<file path="src/rtl/zoom_view_pkg.sv">
// zoom_view_pkg
// Shared types and constants for the zoom view control stage.
//   view_e      : committed/pending view code (3 bits)
//   X_HALF, Y_HALF, X_CTR, Y_CTR : window origins in 640x480 space
//   view_origin : maps a view code to its {x_start, y_start} origin
package zoom_view_pkg;

   typedef enum logic [2:0] {
      V_FULL   = 3'd0,
      V_TL     = 3'd1,
      V_TR     = 3'd2,
      V_BR     = 3'd3,
      V_BL     = 3'd4,
      V_CENTER = 3'd5
   } view_e;

   localparam logic [9:0] X_HALF = 10'd320;
   localparam logic [9:0] Y_HALF = 10'd240;
   localparam logic [9:0] X_CTR  = 10'd160;
   localparam logic [9:0] Y_CTR  = 10'd120;

   // Returns {x_start[9:0], y_start[9:0]}.
   function automatic logic [19:0] view_origin(input view_e v);
      logic [19:0] o;
      case (v)
         V_TR:     o = {X_HALF, 10'd0};
         V_BR:     o = {X_HALF, Y_HALF};
         V_BL:     o = {10'd0,  Y_HALF};
         V_CENTER: o = {X_CTR,  Y_CTR};
         default:  o = 20'd0;   // FULL and TL share the origin
      endcase
      return o;
   endfunction

endpackage

</file>
<file path="src/rtl/btn_debounce.sv">
// btn_debounce
// 2-FF synchronizer followed by a stability counter for one raw button.
// The debounced level flips only after the synchronized input has differed
// from it for DEBOUNCE_CYCLES consecutive cycles.
// Ports:
//   clk    in  rising-edge clock
//   reset  in  synchronous, active-high
//   raw    in  asynchronous, bouncing button input
//   level  out debounced level (registered)
module btn_debounce #(
   parameter int DEBOUNCE_CYCLES = 1_000_000,
   parameter int CNT_W           = $clog2(DEBOUNCE_CYCLES + 1)
) (
   input  logic clk,
   input  logic reset,
   input  logic raw,
   output logic level
);

   logic             s1, s2;
   logic [CNT_W-1:0] cnt;

   always_ff @(posedge clk) begin
      if (reset) begin
         s1    <= 1'b0;
         s2    <= 1'b0;
         cnt   <= '0;
         level <= 1'b0;
      end else begin
         s1 <= raw;
         s2 <= s1;
         if (s2 == level) begin
            cnt <= '0;
         end else if (cnt == CNT_W'(DEBOUNCE_CYCLES - 1)) begin
            // this cycle is the DEBOUNCE_CYCLES-th consecutive mismatch
            level <= ~level;
            cnt   <= '0;
         end else begin
            cnt <= cnt + 1'b1;
         end
      end
   end

endmodule

</file>
<file path="src/rtl/zoom_view_ctrl.sv">
// zoom_view_ctrl
// Conditions the four push-buttons and two slide switches, resolves them
// into a pending zoom view and commits it on frame_start so the image never
// changes mid-frame.
// Build option: define ZOOM_LATCH_EN for latched mode (button edges set or
// toggle the view); default is momentary mode (view follows held buttons).
// Ports:
//   clk, reset               rising-edge clock, synchronous active-high reset
//   btnU, btnL, btnR, btnD   raw push-buttons
//   center_SW                raw switch, selects centre view when idle
//   control_SW               raw switch, 0 forces the full view
//   frame_start              one-cycle pulse at start of vertical blank
//   zoom_en                  committed view is not FULL
//   x_start, y_start         committed window origin
//   view                     committed view code
module zoom_view_ctrl
   import zoom_view_pkg::*;
#(
   parameter int DEBOUNCE_CYCLES = 1_000_000,
   parameter int CNT_W           = $clog2(DEBOUNCE_CYCLES + 1)
) (
   input  logic       clk,
   input  logic       reset,
   input  logic       btnU,
   input  logic       btnL,
   input  logic       btnR,
   input  logic       btnD,
   input  logic       center_SW,
   input  logic       control_SW,
   input  logic       frame_start,
   output logic       zoom_en,
   output logic [9:0] x_start,
   output logic [9:0] y_start,
   output logic [2:0] view
);

   // bit order is the priority order: L, U, R, D
   logic [3:0] btn_raw, btn_lvl, btn_sel;
   logic [1:0] sw_s1, sw_s2;   // {control, center}
   view_e      pending, btn_view, base, pend_nxt;

   assign btn_raw = {btnD, btnR, btnU, btnL};

   btn_debounce #(
      .DEBOUNCE_CYCLES(DEBOUNCE_CYCLES),
      .CNT_W          (CNT_W)
   ) u_db [3:0] (
      .clk  (clk),
      .reset(reset),
      .raw  (btn_raw),
      .level(btn_lvl)
   );

   always_ff @(posedge clk) begin
      if (reset) begin
         sw_s1 <= '0;
         sw_s2 <= '0;
      end else begin
         sw_s1 <= {control_SW, center_SW};
         sw_s2 <= sw_s1;
      end
   end

`ifdef ZOOM_LATCH_EN
   logic [3:0] btn_q;

   always_ff @(posedge clk) begin
      if (reset) btn_q <= '0;
      else       btn_q <= btn_lvl;
   end

   assign btn_sel = btn_lvl & ~btn_q;   // one-cycle rising edges
`else
   assign btn_sel = btn_lvl;
`endif

   always_comb begin
      btn_view = V_FULL;
      if      (btn_sel[0]) btn_view = V_TL;
      else if (btn_sel[1]) btn_view = V_TR;
      else if (btn_sel[2]) btn_view = V_BR;
      else if (btn_sel[3]) btn_view = V_BL;
   end

   always_comb begin
`ifdef ZOOM_LATCH_EN
      base = pending;
      if (|btn_sel) base = (btn_view == pending) ? V_FULL : btn_view;
`else
      base = btn_view;
`endif
      if (!sw_s2[1])                       pend_nxt = V_FULL;
      else if (base == V_FULL && sw_s2[0]) pend_nxt = V_CENTER;
      else                                 pend_nxt = base;
   end

   // commit samples the pending value held before this edge, so a button
   // edge coinciding with frame_start lands in the next frame
   always_ff @(posedge clk) begin
      if (reset) begin
         pending <= V_FULL;
         view    <= V_FULL;
         zoom_en <= 1'b0;
         x_start <= '0;
         y_start <= '0;
      end else begin
         pending <= pend_nxt;
         if (frame_start) begin
            view               <= pending;
            {x_start, y_start} <= view_origin(pending);
            zoom_en            <= (pending != V_FULL);
         end
      end
   end

endmodule

</file>
<file path="config.mk">
export PLATFORM = sky130hd
export DESIGN_NAME = zoom_view_ctrl
export DESIGN_NICKNAME = d
export VERILOG_FILES = /design/src/rtl/zoom_view_pkg.sv /design/src/rtl/btn_debounce.sv /design/src/rtl/zoom_view_ctrl.sv
export SDC_FILE = /design/constraint.sdc
export NUM_CORES = 1
export LEC_CHECK = 0
export CAP_MARGIN = 0
export CORE_MARGIN = 5
export CORE_UTILIZATION = 60
export DETAILED_ROUTE_END_ITERATION = 12
export DONT_BUFFER_PORTS = 1
export GPL_TIMING_DRIVEN = 0
export HOLD_SLACK_MARGIN = 0.15
export PLACE_DENSITY = 0.72
export SYNTH_ARGS = -nofsm -noshare
export SYNTH_HDL_FRONTEND = slang
export SYNTH_SLANG_ARGS = --single-unit
</file>
<file path="constraint.sdc">
create_clock -name clk -period 2.51 [get_ports clk]
set_clock_uncertainty 0.05 [all_clocks]
set_input_delay 0.3765 -clock clk [delete_from_list [all_inputs] [get_ports clk]]
set_output_delay 0.3765 -clock clk [all_outputs]
set_load 0.1 [all_outputs]
</file>
# Word-level counts from Yosys, hierarchy flattened
# Cells that the tools add are included.
[classes]
n_addsub = 4
eq_ne = 12
n_mux = 6
n_bitwise = 9
reduce_logical = 13
[ops]
columns = ["operator", "count"]
rows = [
  ["$add 20x1->20 const B", 4],
  ["$eq 20x20->1 const B", 4],
  ["$pmux 19 s4", 1],
  ["$mux 3", 5],
  ["$reduce_or 3->1", 5],
  ["$not 1->1", 9],
  ["$reduce_and 2->1", 4],
  ["$eq 3x2->1 const B", 2],
  ["$eq 3x3->1 const B", 2],
  ["$eq 1x1->1", 4],
  ["$logic_not 3->1", 1],
  ["$reduce_bool 3->1", 1],
  ["$reduce_or 2->1", 1],
  ["$logic_and 1x1->1", 1],
]
[totals]
regBits = 123
inputBits = 9
output_inout_bits = 24

# Depth between registers and ports, before layout
# Gate-level depths: netlist of the first run.
[depth]
word_depth = 7
mapped_depth = 6
depth_no_buf = 5

# Cells and area by module
# From an unflattened synthesis of the first run, not the netlist that was laid out.
[unflattened]
cells_unflattened = 517
area_unflattened_um2 = 4769.6
[by_module_without_submodules]
columns = ["module", "instances", "cells_per_inst", "area_per_inst_um2", "seq_area_each_um2"]
rows = [
  ["btn_debounce", 4, 112, 1028.5, 460.4],
  ["zoom_view_ctrl", 1, 69, 655.6, 300.3],
]

# Worst setup path after synthesis of the first run
# No wires, ideal clock.
[synth_path]
kind = "reg-to-reg"
start = "register u_db[3].cnt[0]"
end = "register u_db[3].cnt[18]"
setup_time_ps = 70
arrival_ps = 1743
t_required_ps = 2390
slack_ps = 647
stages_incl_launch_ff = 7
period_less_slack_ps = 1863
path_cell_list = "dfxtp_1 -> ha_1 -> nand2_1 -> or3_1 -> buf_2 -> or4_1 -> a21oi_1"
[synth_between]
elab_chain_len = 2
elab_cells_between_ends = 3
cone_classes = "1 x add/sub; 1 x eq/ne; 1 x reduce/logical"
[synth_lines]
columns = ["item", "line", "text"]
rows = [
  ["from (decl)", "btn_debounce.sv:21", "logic [CNT_W-1:0] cnt;"],
  ["from (signal assigned)", "btn_debounce.sv:39", "cnt <= cnt + 1'b1;"],
  ["parallel branches: the longest is 2 deep, another holds $add 20x1->20", "-", ""],
]
# Parallel ways; which one is timed is not known.
# A chain may end at the register's enable or synchronous reset.

==> results.sh, run 1 <==
export IMPL_path_clk_slew_ns=0.10
export IMPL_die_area_um2=9720
export IMPL_status="completed"
export IMPL_grt_overflow_total=0
export IMPL_postCtsSetupRepairBufs=0
export IMPL_grt_first_pass_wirelength_um=15300
export IMPL_drtIter0Drc=124
export IMPL_dominantRegCellSynth="dfxtp_1"
export IMPL_drc=0
export IMPL_cts_buffers=9
export IMPL_synth_edf_count=0
export IMPL_worstHoldPathCells=3
export IMPL_track_usage_pct=18.5
export IMPL_rsz0062_at_grt="false"
export IMPL_ioPinCount=33
export IMPL_leakagePower_nw=1.61
export IMPL_min_period_ns=2.24
export IMPL_worstPathArrival_ns=1.81
export IMPL_cts_max_level=3
export IMPL_finalWirelength_um=8620
export IMPL_port_buffers=0
export IMPL_timing_rr_end="u_db[2].cnt[9]"
export IMPL_rr_startpoint="u_db[2].cnt[0]"
export IMPL_yosys_area_share_simple_pct=29.2
export IMPL_grt_max_degree=21
export IMPL_muxShareOfSynthArea_pct=0.637
export IMPL_antenna_found_initial=0
export IMPL_max_stage_delay_ns=1.01
export IMPL_finalMaxSlewViolations=0
export IMPL_startpoint="y_start[6]"
export IMPL_finalSetupViolCount=0
export IMPL_layout_nets=577
export IMPL_synth_cells=536
export IMPL_worstHoldPathType="input port to flip-flop"
export IMPL_layout_drive_gt1_share_pct=8.61
export IMPL_cp_top_family="flip-flops"
export IMPL_async_flop_share_pct=0
export IMPL_crit_buf_inv=1
export IMPL_routed_via_count=3709
export IMPL_gp_congestion=0.829
export IMPL_rows=32
export IMPL_period_share_pct=89.2
export IMPL_yosysTopAreaCellShare_pct=45.5
export IMPL_grt_pass1_vias=3526
export IMPL_power_total_mw=2.90
export IMPL_cts_tree="built"
export IMPL_start_util_pct=61.3
export IMPL_antenna_left=0
export IMPL_cap_violations=0
export IMPL_worst_pin_slew_ns=1.03
export IMPL_path_max_fanout=4
export IMPL_cts_max_path_buffers=2
export IMPL_critPathCaptureType="output pin"
export IMPL_synth_top_family_by_area="simple AND/OR/NAND/NOR gates"
export IMPL_ys_seq_area_share_pct=45.5
export IMPL_hold_end="u_db[3].cnt[15]"
export IMPL_crit_chain="buf_4"
export IMPL_synth_xor_area_share_pct=9.30
export IMPL_synth_area_top_cells="dfxtp_1 (45%), nor2_1 (5.4%), xor2_1 (5.0%)"
export IMPL_dpl_hpwl_um=6150
export IMPL_fmax_mhz=447
export IMPL_avgViaCountPerCell=5.53
export IMPL_synth_fa_ha_area_share_pct=1.06
export IMPL_clkLatencyLatePin_ns=0.36
export IMPL_routedWlPerCell_um=12.8
export IMPL_fillCellCount=668
export IMPL_synth_area_leader_cell="dfxtp_1"
export IMPL_maxSlewHeadroom_pct=31.4
export IMPL_crit_path_top_delay_cell="dfxtp_1"
export IMPL_antenna_cells=0
export IMPL_yosysWarnings=0
export IMPL_utilization_pct=66.8
export IMPL_rr_worst_depth=6
export IMPL_dr_pass1_iters=4
export IMPL_setup_tns_ns=0
export IMPL_vdd_ir_drop_max_mv=0.390
export IMPL_die_w_um=98.6
export IMPL_synth_seq_cells=107
export IMPL_power_density_nw_per_um2=564
export IMPL_area_growth_pct=9.00
export IMPL_yosysMostFrequentCell="dfxtp_1"
export IMPL_ys_types=47
export IMPL_required_ns=2.08
export IMPL_cts_root_buffer="clkbuf_8"
export IMPL_hp_start="reset"
export IMPL_syn_area_um2=4710
export IMPL_synth_compound_area_share_pct=8.95
export IMPL_clock_sinks=107
export IMPL_critPathKind="flip-flop to output pin"
export IMPL_cp_start_kind="flip-flop"
export IMPL_rrSetupSlack_ns=0.28
export IMPL_die_h_um=98.6
export IMPL_synthTopCellsByCount="dfxtp_1 (107), nor2_1 (68), a21oi_1 (31)"
export IMPL_syn_avg_cell_area_um2=8.79
export IMPL_hold_viol_final=0
export IMPL_core_area_um2=7690
[cell usage in the layout (no fill, tap or decap), drive strengths merged, types with 3 or more instances in the layout]
cell and n:
a21oi 31, nand4 25, or4 9, clkbuf 22
nand3 28, dlygate4sd3 7, nor2 68, ha 4
o21ai 24, dfxtp 107, inv 18, buf 23
xnor2 23, and4 11, and3 8, nor4b 7
or3b 3, nor2b 12, conb 11, xor2 27
nor3 9, or3 21, mux2i 3, and2 3
o31ai 9, nand2b 4, nand2 25, nor4 8
[metrics by stage]
step                instance area (um2)  hold WS (ns)  cells  worst slack (ns)
floorplan                          4750         0.363    546             0.647
finish                             5130         0.268    671             0.271
global placement                   4880         0.369    648             0.294
CTS                                5130         0.251    671             0.240
global route                       5130         0.255    671            0.0801
detailed placement                 4880         0.378    648             0.291
[registers in the layout, summed over array words and instances, names as in the netlist]
signal / cells
pending: 3
sw_s1: 2
sw_s2: 2
u_db.cnt: 80
u_db.level: 4
u_db.s1: 4
u_db.s2: 4
view: 3
x_start: 1
y_start: 3
zoom_en: 1
[kinds of logic (layout without fill, tap and decap cells)]
| logic type | after synthesis | in the layout |
|---|---|---|
| DFF | 107 | 107 |
| and+or+nand+nor | 249 | 249 |
| AOI/OAI and AO/OA | 73 | 73 |
| other | 1 | 11 |
| xor gates and xnor gates | 50 | 50 |
| buffers and inverters | 49 | 72 |
| adders and majority gates | 4 | 4 |
| muxes | 3 | 3 |
[worst register-to-register path, cell delays in order (launching register included)]
cell	delay, ns
dfxtp_1	0.38
ha_1	0.24
and4_1	0.32
nand2_1	0.14
o21ai_1	0.57
buf_2	0.35
nor2_1	0.07
[routing by layer]
metal  track usage [%]  vias up  wire, um
li1                  -     1932         -
met1              22.3     1723      4000
met2              32.8       48      4260
met3              4.88        6       295
met4              4.62        0        61
met5                 0        -         0
[worst max path at each step]
stage	end	slack, ns	cells past startpoint
5_1_grt	u_db[2].cnt[16]	0.08	6
2_1_floorplan	u_db[3].cnt[18]	0.65	6
3_5_place_dp	u_db[2].cnt[9]	0.29	6
4_1_cts	y_start[5]	0.24	1
6_report	y_start[5]	0.27	1
3_3_place_gp	u_db[2].cnt[10]	0.29	6
[power breakdown]
| part | total (mW) | switching [mW] | internal (mW) |
|---|---|---|---|
| clock | 1.01 | 0.622 | 0.388 |
| combinational | 0.151 | 0.115 | 0.0369 |
| sequential | 1.74 | 0.0259 | 1.71 |
[area by class of cell]
class / count / area [um2] / area share (%)
tap: 102 / 128 / 2.49
multi-input combinational: 390 / 2350 / 45.9
sequential: 107 / 2140 / 41.7
buffer: 36 / 203 / 3.95
clock inverter: 7 / 65.1 / 1.27
timing repair buffer: 7 / 70.1 / 1.36
clock buffer: 9 / 124 / 2.41
inverter: 13 / 48.8 / 0.950
[what timing repair did]
item,CTS,global route
endpoints found under the hold margin,9,0
gates resized for setup,0,0
hold buffers,7,0
Power figures use the tool's default switching activity.
==> inputs of run 2 (changes only) <==
- CTS_BUF_LIST: default -> sky130_fd_sc_hd__clkbuf_8
==> results of run 2 <==
Same layout as run 1: the final DEF is identical, and so are final timing and power.
